File: src/rtl/qspi_arb_pkg.sv
// Shared definitions for the QSPI command arbiter: field widths, default
// descriptor geometry and the arbiter FSM state encoding.
package qspi_arb_pkg;

   localparam int INSTR_W    = 8;
   localparam int DUMMY_W    = 4;
   localparam int DEF_ADDR_W = 24;
   localparam int DEF_LEN_W  = 16;

   // Descriptor layout {instr, addr, dummy, len}, len at bit 0, default widths
   localparam int DESC_LEN_OFF   = 0;
   localparam int DESC_DUMMY_OFF = DESC_LEN_OFF + DEF_LEN_W;
   localparam int DESC_ADDR_OFF  = DESC_DUMMY_OFF + DUMMY_W;
   localparam int DESC_INSTR_OFF = DESC_ADDR_OFF + DEF_ADDR_W;
   localparam int DESC_W         = DESC_INSTR_OFF + INSTR_W;

   typedef enum logic [1:0] {
      ST_IDLE      = 2'd0,
      ST_LAUNCH    = 2'd1,
      ST_WAIT_DONE = 2'd2,
      ST_RELEASE   = 2'd3
   } arb_state_e;

endpackage

File: src/rtl/qspi_cmd_arbiter_rr_arbiter.sv
// Combinational round-robin picker. Searches from last_owner+1 upward,
// wrapping modulo N; the first asserted request wins. Reusable for any
// shared resource that keeps its own last-owner register.
module rr_arbiter #(
   parameter int N = 2,
   localparam int IDX_W = $clog2(N)
) (
   input  logic [N-1:0]     req,
   input  logic [IDX_W-1:0] last_owner,
   output logic [N-1:0]     grant_onehot,
   output logic [IDX_W-1:0] grant_idx,
   output logic             any
);

   logic [IDX_W-1:0] cand;

   // Rotating priority scan; the first hit blocks all later candidates
   always_comb begin
      // NOTE: every output gets a default before the loop so no path leaves
      // it unassigned, which would otherwise infer a latch.
      grant_onehot = '0;
      grant_idx    = '0;
      any          = 1'b0;
      cand         = '0;
      for (int i = 1; i <= N; i++) begin
         cand = IDX_W'((int'(last_owner) + i) % N);
         if (!any && req[cand]) begin
            any                = 1'b1;
            grant_idx          = cand;
            grant_onehot[cand] = 1'b1;
         end
      end
   end

endmodule

File: src/rtl/qspi_cmd_arbiter.sv
// Shares one QSPI phase engine among NUM_REQ command requesters.
// Round-robin grant, latch of the winner's descriptor, one-cycle engine
// start, wait for engine done, one-cycle ack to the owner.
// Optional watchdog: define QSPI_ARB_TIMEOUT_EN to abort a transfer whose
// engine never reports done within TIMEOUT_CYC cycles.
module qspi_cmd_arbiter
   import qspi_arb_pkg::*;
#(
   parameter int NUM_REQ     = 2,
   parameter int ADDR_W      = DEF_ADDR_W,
   parameter int LEN_W       = DEF_LEN_W,
   parameter int TIMEOUT_CYC = 4096
) (
   input  logic                         clk,
   input  logic                         reset,
   input  logic [NUM_REQ-1:0]           req,
   input  logic [NUM_REQ*INSTR_W-1:0]   cmd_instr,
   input  logic [NUM_REQ*ADDR_W-1:0]    cmd_addr,
   input  logic [NUM_REQ*DUMMY_W-1:0]   cmd_dummy,
   input  logic [NUM_REQ*LEN_W-1:0]     cmd_len,
   output logic [NUM_REQ-1:0]           gnt,
   output logic [NUM_REQ-1:0]           ack,
   output logic [$clog2(NUM_REQ)-1:0]   owner,
   output logic                         eng_start,
   output logic [INSTR_W-1:0]           eng_instr,
   output logic [ADDR_W-1:0]            eng_addr,
   output logic [DUMMY_W-1:0]           eng_dummy,
   output logic [LEN_W-1:0]             eng_len,
   input  logic                         eng_done,
   output logic                         eng_abort,
   output logic                         timeout_err
);

   localparam int IDX_W = $clog2(NUM_REQ);

   arb_state_e         state_q, state_d;
   logic [NUM_REQ-1:0] gnt_q, gnt_d;
   logic [NUM_REQ-1:0] ack_q, ack_d;
   logic [IDX_W-1:0]   owner_q, owner_d;
   logic [IDX_W-1:0]   last_owner_q, last_owner_d;
   logic               eng_start_q, eng_start_d;
   logic [INSTR_W-1:0] instr_q, instr_d;
   logic [ADDR_W-1:0]  addr_q, addr_d;
   logic [DUMMY_W-1:0] dummy_q, dummy_d;
   logic [LEN_W-1:0]   len_q, len_d;

   logic [NUM_REQ-1:0] rr_onehot;
   logic [IDX_W-1:0]   rr_idx;
   logic               rr_any;

   // Per-requester views of the packed descriptor buses
   logic [INSTR_W-1:0] instr_a [NUM_REQ];
   logic [ADDR_W-1:0]  addr_a  [NUM_REQ];
   logic [DUMMY_W-1:0] dummy_a [NUM_REQ];
   logic [LEN_W-1:0]   len_a   [NUM_REQ];

   for (genvar g = 0; g < NUM_REQ; g++) begin : g_unpack
      assign instr_a[g] = cmd_instr[g*INSTR_W +: INSTR_W];
      assign addr_a[g]  = cmd_addr[g*ADDR_W +: ADDR_W];
      assign dummy_a[g] = cmd_dummy[g*DUMMY_W +: DUMMY_W];
      assign len_a[g]   = cmd_len[g*LEN_W +: LEN_W];
   end

   rr_arbiter #(.N(NUM_REQ)) u_rr (
      .req          (req),
      .last_owner   (last_owner_q),
      .grant_onehot (rr_onehot),
      .grant_idx    (rr_idx),
      .any          (rr_any)
   );

`ifdef QSPI_ARB_TIMEOUT_EN
   localparam int CNT_W = (TIMEOUT_CYC > 2) ? $clog2(TIMEOUT_CYC) : 1;
   logic [CNT_W-1:0] cnt_q, cnt_d;
   logic             eng_abort_q, eng_abort_d;
   logic             timeout_err_q, timeout_err_d;
`else
   localparam int UNUSED_TIMEOUT_CYC = TIMEOUT_CYC;
`endif

   // Next-state and next-output logic of the arbitration FSM
   always_comb begin
      state_d      = state_q;
      gnt_d        = gnt_q;
      ack_d        = '0;
      owner_d      = owner_q;
      last_owner_d = last_owner_q;
      eng_start_d  = 1'b0;
      instr_d      = instr_q;
      addr_d       = addr_q;
      dummy_d      = dummy_q;
      len_d        = len_q;
`ifdef QSPI_ARB_TIMEOUT_EN
      cnt_d         = cnt_q;
      eng_abort_d   = 1'b0;
      timeout_err_d = 1'b0;
`endif
      case (state_q)
         ST_IDLE: begin
            // req is only looked at here; grant, owner, descriptor and the
            // start pulse all become visible together on the next cycle.
            if (rr_any) begin
               state_d      = ST_LAUNCH;
               gnt_d        = rr_onehot;
               owner_d      = rr_idx;
               last_owner_d = rr_idx;
               eng_start_d  = 1'b1;
               instr_d      = instr_a[rr_idx];
               addr_d       = addr_a[rr_idx];
               dummy_d      = dummy_a[rr_idx];
               len_d        = len_a[rr_idx];
            end
         end
         ST_LAUNCH: begin
            // eng_done here coincides with eng_start and is ignored
            state_d = ST_WAIT_DONE;
`ifdef QSPI_ARB_TIMEOUT_EN
            cnt_d   = '0;
`endif
         end
         ST_WAIT_DONE: begin
            if (eng_done) begin
               state_d = ST_RELEASE;
               ack_d   = gnt_q;
            end
`ifdef QSPI_ARB_TIMEOUT_EN
            else if (cnt_q == CNT_W'(TIMEOUT_CYC - 1)) begin
               state_d       = ST_RELEASE;
               ack_d         = gnt_q;
               eng_abort_d   = 1'b1;
               timeout_err_d = 1'b1;
            end else begin
               cnt_d = cnt_q + 1'b1;
            end
`endif
         end
         ST_RELEASE: begin
            state_d = ST_IDLE;
            gnt_d   = '0;
         end
         default: state_d = ST_IDLE;
      endcase
   end

   // State and registered outputs; descriptor regs also clear on reset
   always_ff @(posedge clk or posedge reset) begin
      if (reset) begin
         state_q      <= ST_IDLE;
         gnt_q        <= '0;
         ack_q        <= '0;
         owner_q      <= '0;
         last_owner_q <= IDX_W'(NUM_REQ - 1);
         eng_start_q  <= 1'b0;
         instr_q      <= '0;
         addr_q       <= '0;
         dummy_q      <= '0;
         len_q        <= '0;
`ifdef QSPI_ARB_TIMEOUT_EN
         cnt_q         <= '0;
         eng_abort_q   <= 1'b0;
         timeout_err_q <= 1'b0;
`endif
      end else begin
         // NOTE: non-blocking assignments so every flop samples the values
         // from before this edge, independent of statement order.
         state_q      <= state_d;
         gnt_q        <= gnt_d;
         ack_q        <= ack_d;
         owner_q      <= owner_d;
         last_owner_q <= last_owner_d;
         eng_start_q  <= eng_start_d;
         instr_q      <= instr_d;
         addr_q       <= addr_d;
         dummy_q      <= dummy_d;
         len_q        <= len_d;
`ifdef QSPI_ARB_TIMEOUT_EN
         cnt_q         <= cnt_d;
         eng_abort_q   <= eng_abort_d;
         timeout_err_q <= timeout_err_d;
`endif
      end
   end

   assign gnt       = gnt_q;
   assign ack       = ack_q;
   assign owner     = owner_q;
   assign eng_start = eng_start_q;
   assign eng_instr = instr_q;
   assign eng_addr  = addr_q;
   assign eng_dummy = dummy_q;
   assign eng_len   = len_q;

`ifdef QSPI_ARB_TIMEOUT_EN
   assign eng_abort   = eng_abort_q;
   assign timeout_err = timeout_err_q;
`else
   assign eng_abort   = 1'b0;
   assign timeout_err = 1'b0;
`endif

endmodule

File: config.mk
export PLATFORM = sky130hd
export DESIGN_NAME = qspi_cmd_arbiter
export DESIGN_NICKNAME = d
export VERILOG_FILES = /design/src/rtl/qspi_arb_pkg.sv /design/src/rtl/qspi_cmd_arbiter_rr_arbiter.sv /design/src/rtl/qspi_cmd_arbiter.sv
export SDC_FILE = /design/constraint.sdc
export NUM_CORES = 1
export LEC_CHECK = 0
export CAP_MARGIN = 30
export CORE_MARGIN = 2
export CORE_UTILIZATION = 38
export CTS_CLUSTER_DIAMETER = 80
export DETAILED_ROUTE_END_ITERATION = 16
export HOLD_SLACK_MARGIN = 0.1
export PLACE_DENSITY = 0.81
export RECOVER_POWER = 100
export SETUP_SLACK_MARGIN = 0.15
export SLEW_MARGIN = 20
export SYNTH_ARGS = -nofsm -noshare
export SYNTH_HDL_FRONTEND = slang
export SYNTH_HIERARCHICAL = 1
export SYNTH_SLANG_ARGS = --single-unit
File: constraint.sdc
create_clock -name clk -period 3 [get_ports clk]
set_clock_uncertainty 0.1 [all_clocks]
set_input_delay 0.9 -clock clk [delete_from_list [all_inputs] [get_ports clk]]
set_output_delay 0.9 -clock clk [all_outputs]
set_load 0.05 [all_outputs]
==> results of run 1 <==
[worst reg2reg max path: cells and delay by family (launching register included)]
family | cells | cell delay (ns)
buf+inv | 1 | 0.30
compound gates | 2 | 0.68
flops | 1 | 0.38
mux | 1 | 0.22
[cell type report]
type                            instances  share of cell area
Tap cell                               99              0.0258
Inverter                                6             0.00468
Timing Repair Buffer                  172               0.365
Sequential cell                        61               0.318
Multi-Input combinational cell        186               0.245
Clock buffer                           11              0.0315
Clock inverter                          4             0.00989
[kinds of logic after synthesis]
logic type	count (synthesis)	share of synthesized area
AND/OR/NAND/NOR	67	0.0957
flip-flops	61	0.531
AO/OA/AOI/OAI	60	0.110
multiplexers	53	0.185
buffers and inverters	25	0.0600
adder cells (fa/ha/maj)	4	0.0174
other	1	0.00130
[state kept, by name, indices dropped and copies added (netlist names)]
register and flops:
ack 2, eng_addr 24, eng_dummy 4, eng_instr 8
eng_len 16, eng_start 1, gnt 2, last_owner_q 1
owner 1, state_q 2
[worst paths after layout]
kind	from	endpoint	slack, ns	cells past startpoint
max	req[0]	eng_len[13]$_DFFE_PP0P_	0.39	5
min	eng_addr[20]$_DFFE_PP0P_	eng_addr[20]$_DFFE_PP0P_	0.37	2
max reg2reg	last_owner_q$_DFFE_PP1P_	eng_len[13]$_DFFE_PP0P_	1.16	4
min reg2reg	eng_addr[20]$_DFFE_PP0P_	eng_addr[20]$_DFFE_PP0P_	0.37	2
max in group asynchronous	reset	eng_instr[7]$_DFFE_PP0P_	0.93	3
min in group asynchronous	reset	eng_instr[0]$_DFFE_PP0P_	1.13	2
[layer usage]
metal | track usage | part of all wire | wire length, um
met2 | 0.320 | 0.52 | 3780
met4 | 0.0682 | 0.015 | 107
met3 | 0.0548 | 0.081 | 588
met5 | 0 | 0 | 0
met1 | 0.205 | 0.39 | 2820
[power breakdown]
part	total, mW	internal [mW]	leakage [nW]	switching, mW
registers	1.39	1.22	0.757	0.175
logic	2.89	0.915	1.38	1.97
clock network	0.723	0.421	0.101	0.302
[layout by cell type (no fill, tap or decap)]
| cell | n |
|---|---|
| a21boi_0 | 2 |
| a21boi_1 | 1 |
| a21oi_1 | 2 |
| and2b_1 | 1 |
| and3_1 | 2 |
| buf_12 | 4 |
| buf_4 | 1 |
| bufinv_16 | 1 |
| clkbuf_4 | 1 |
| clkbuf_8 | 11 |
| clkdlybuf4s50_1 | 105 |
| clkinv_2 | 2 |
| clkinvlp_4 | 1 |
| conb_1 | 2 |
| dfrtp_1 | 60 |
| dfstp_2 | 1 |
| dlygate4sd3_1 | 61 |
| ha_1 | 4 |
| inv_1 | 6 |
| mux2_1 | 1 |
| mux2i_1 | 52 |
| nand2_1 | 59 |
| nand2_4 | 1 |
| nand4b_1 | 1 |
| nor2_1 | 1 |
| nor2b_1 | 1 |
| o21ai_0 | 50 |
| o21ai_1 | 4 |
| o32a_1 | 1 |
| or2_0 | 1 |
[through the flow]
stage	hold WS, ns	instances	utilization
floorplan	0.350	272	-
global placement	0.361	524	0.636
detailed placement	0.374	524	0.636
CTS	0.389	539	0.664
global route	0.399	539	0.660
finish	0.369	539	0.660
==> impl_metrics.csv, run 1 <==
group,metric,value,unit
drt,ant_nets,0,
cts,h-tree-depth,3,
synthesis,synthTopCellsByCount,"60 x dfrtp_1, 59 x nand2_1, 52 x mux2i_1",
global_routing,grt_pass1_wl,12000,um
synthesis,synth_most_common_cell,"dfrtp_1",
setup_path,required,3.07,ns
synthesis,synthFlopType,"dfrtp_1",
placed_design,hpwl,5730,um
floorplan,io_pins,169,
setup_path,crit_fanout,26,
placed_design,io_buffers,166,
timing,post-route-period-util,0.870,
finish,n_antenna_cell,0,
synthesis,synth_cell_type_count,26,
synthesis,yosys.area.top_type_share,0.522,
setup_path,slowest_delay,0.58,ns
cts,cts_hold_buf,0,
setup_path,timing.critical_path.buf_inv,2,
floorplan,die_h,91.0,um
timing,grt_setup_unrepaired,"no",
synthesis,synth_seq_cells,61,
floorplan,start_util,0.395,
global_routing,grt_pass1_vias,2565,
finish,drive_above_1_share,0.0523,
synthesis,ys_async_sr_fraction,1.00,
setup_path,path_cells,"dlygate4sd3_1 > a21boi_0 > buf_12 > mux2i_1 > o21ai_0",
global_routing,grt_max_degree,61,
finish,final_cell_area,4810,sq um
finish,multi_input_area,1180,sq um
drt,drtIter0Drc,58,
placed_design,post_dp_cell_area,4640,sq um
cts,clkSinkCount,61,
power,power.density,1040,nW/um^2
flow_run,drv_cap,0,
drt,drc,0,
cts,clk_latency,0.33,ns
setup_path,cp_slowest_cell,"dlygate4sd3_1",
synthesis,netlist_area,2880,sq um
cts,post_cts_buffers,0,
synthesis,seq_area_frac_synth,0.531,
cts,clk_pin_slew,0.06,ns
finish,area_delta_synth_final,67.1,%
finish,seq_area,1530,sq um
timing,fmax,0.383,GHz
timing,hold_viol,0,
floorplan,die-area,8290,sq um
power,vdd_drop_max,0.000586,V
global_routing,grt_overflow,0,
synthesis,yosysTopAreaCell,"dfrtp_1",
synthesis,netlist_top_cells_area,"dfrtp_1 52%, mux2i_1 18%, o21ai_1 8.5%",
cts,clockRootBuffer,"clkbuf_8",
drt,wl_per_cell,13.5,um
finish,fillers,617,
synthesis,ys_warn_count,6,
timing,setup_ws,0.390,ns
timing,relSlewSlack,0.369,
drt,dr.pass1.iters,4,
synthesis,syn_area_per_cell,10.6,sq um
setup_path,crit_type,"in -> reg",
floorplan,core-area,7290,sq um
finish,fin_nets,549,
timing,finalSetupViolations,0,
global_routing,grt_use_total,0.181,
setup_path,path_delay_family,"buffers and inverters",
placed_design,pre_cts_ws,0.416,ns
setup_path,end_kind,"register",
timing,worst_slew_pin_slew,0.946,ns
timing,maxSlewViolCount,0,
floorplan,rows,31,
setup_path,critPathArrivalTime,2.68,ns
synthesis,synth_edf_count,0,
floorplan,die_w,91.0,um
drt,vias_per_cell,4.65,
timing,fin_crit,2.61,ns
cts,cts-resized-gates,0,
drt,routed_wirelength,7290,um
power,leakage,2.24,nW
drt,vias,2504,
power,total_power,5.00,mW
min_path,hp-class,"reg -> reg",
synthesis,syn_inst,271,
cts,cts_made_buffers,9,
setup_path,start_kind,"input pin",
global_routing,antenna_found_initial,0,
timing,tns,0,ns
cts,cts_tree,"yes",
cts,clock_path_buffers,2,
placed_design,place.gp.congestion,0.770,
status,status,"completed",
No activity file was read; power rests on OpenSTA's default activity.
==> run 2: changes to the inputs <==
- CORE_UTILIZATION: 38 -> 34
- PLACE_DENSITY: 0.81 -> 0.84
- clock period: 3 -> 2.26 ns (I/O delays scaled with it)
==> run 2 against run 1 <==
Against the previous run: hold slack better by 0.0079 ns; highest routed layer unchanged; critical path depth unchanged; clock power up 28%; clock-buffer cell count down 1; wire length up 1.2%; sequential share of layout area up 1.7 points; critical endpoint is now eng_addr[4]$_DFFE_PP0P_; first-iteration DRC count up 10%; largest power group unchanged; design area down 5.0%; via count up 1.6%; die area up 11%; register-to-register slack worse by 0.56 ns; cell count up 2.0%.
==> impl_metrics.csv, run 2 (synthesized netlist as in run 1, its figures left out) <==
group,metric,value,unit
status,status,"completed",
global_routing,antenna_found_initial,1,
global_routing,grt_pass1_vias,2533,
floorplan,io_pins,169,
finish,final_common_cell,"clkdlybuf4s50_1",
drt,wl_per_cell,13.4,um
flow_run,drv_cap,0,
setup_path,slowest_delay,0.57,ns
timing,post-route-period-util,0.932,
cts,cts_hold_buf,0,
cts,cts-resized-gates,20,
setup_path,crit_type,"in -> reg",
timing,tns,0,ns
floorplan,rows,33,
power,leakage,2.11,nW
global_routing,use_met3,0.0611,
finish,final_cell_mix,"105 x clkdlybuf4s50_1, 60 x nand2_1, 60 x dfrtp_1",
setup_path,required,2.36,ns
timing,hold_viol,0,
global_routing,grt_max_degree,57,
timing,fin_crit,2.11,ns
setup_path,path_cells,"dlygate4sd3_1 > or2_0 > nand2_1 > buf_12 > o21ai_0",
setup_path,start_kind,"input pin",
drt,vias,2544,
power,vdd_drop_max,0.000714,V
timing,worst_slew_pin_slew,0.661,ns
timing,relSlewSlack,0.560,
drt,vias_per_cell,4.63,
drt,drc,0,
finish,drive_above_1_share,0.0608,
power,power.density,1390,nW/um^2
setup_path,cp_slowest_cell,"dlygate4sd3_1",
timing,maxSlewViolCount,0,
floorplan,die-area,9220,sq um
drt,routed_wirelength,7380,um
cts,clock_path_buffers,2,
finish,area_delta_synth_final,58.8,%
timing,finalSetupViolations,0,
drt,drtIter0Drc,64,
placed_design,io_buffers,166,
floorplan,start_util,0.350,
floorplan,core-area,8220,sq um
setup_path,crit_fanout,56,
global_routing,grt_pass1_wl,11400,um
cts,clockRootBuffer,"clkbuf_8",
cts,h-tree-depth,3,
global_routing,gr-usage-met2,0.289,
cts,clk_latency,0.33,ns
global_routing,grt_overflow,0,
floorplan,die_h,96,um
setup_path,end_kind,"register",
placed_design,hpwl,5920,um
timing,grt_setup_unrepaired,"no",
cts,clkSinkCount,61,
timing,hold_slack,0.377,ns
global_routing,grt_use_total,0.163,
cts,cts_made_buffers,9,
cts,cts_tree,"yes",
min_path,hp-class,"reg -> reg",
cts,post_cts_buffers,0,
drt,dr.pass1.iters,4,
floorplan,die_w,96,um
global_routing,busiest_layer,"met2",
finish,largest_reg_flops,24,
finish,fin_nets,552,
setup_path,critPathArrivalTime,2.21,ns
timing,fmax,0.475,GHz
placed_design,place.gp.congestion,0.734,
cts,clk_pin_slew,0.07,ns
global_routing,grt_util_met1,0.178,
drt,ant_nets,0,
## run 2: critical path, delay by kind of cell
kind	cells	cell delay [ns]
buf+inv	2	0.82
simple gates	2	0.53
compound gates	1	0.14
## run 2: final timing paths
kind / startpoint / end / slack (ns) / depth (start not counted)
worst max-delay path: req[1] / eng_addr[4]$_DFFE_PP0P_ / 0.15 / 5
max in group asynchronous: reset / eng_addr[9]$_DFFE_PP0P_ / 0.49 / 3
worst max register to register: state_q[0]$_DFFE_PP0P_ / eng_addr[4]$_DFFE_PP0P_ / 0.60 / 5
worst min-delay path: eng_addr[2]$_DFFE_PP0P_ / eng_addr[2]$_DFFE_PP0P_ / 0.38 / 2
min in group asynchronous: reset / eng_instr[3]$_DFFE_PP0P_ / 0.65 / 2
worst min register to register: eng_addr[2]$_DFFE_PP0P_ / eng_addr[2]$_DFFE_PP0P_ / 0.38 / 2
## run 2: metrics by stage
step	instances	setup slack (ns)	power, mW	cell area (sq um)	utilization
after global routing	550	0.122	6.74	4570	0.556
final	550	0.155	6.34	4570	0.556
after CTS	549	0.226	6.82	4760	0.579
after detailed placement	533	-0.0524	5.99	4590	0.559
after floorplan	272	0.513	4.63	2890	-
after global placement	533	0.0256	5.86	4590	0.559
## run 2: routing by layer
layer,share of wire,up-vias
met5,0,-
met4,0.014,0
met3,0.093,10
met2,0.51,107
met1,0.39,1178
li1,-,1249
## run 2: where the power goes
part / switching [mW] / internal, mW
logic: 2.62 / 0.901
clock network: 0.420 / 0.507
registers: 0.276 / 1.62
total: 3.31 / 3.02
## run 2: area by class of cell
type                    count  area, sq um
fillers                   774         3650
flip-flops and latches     61         1530
repair buffers            175         1510
multi-input cells         186         1190
well taps                 105          131
clock buffers              10          128
clock inverters             6         63.8
inverters                   6         23.8
diodes                      1         2.50
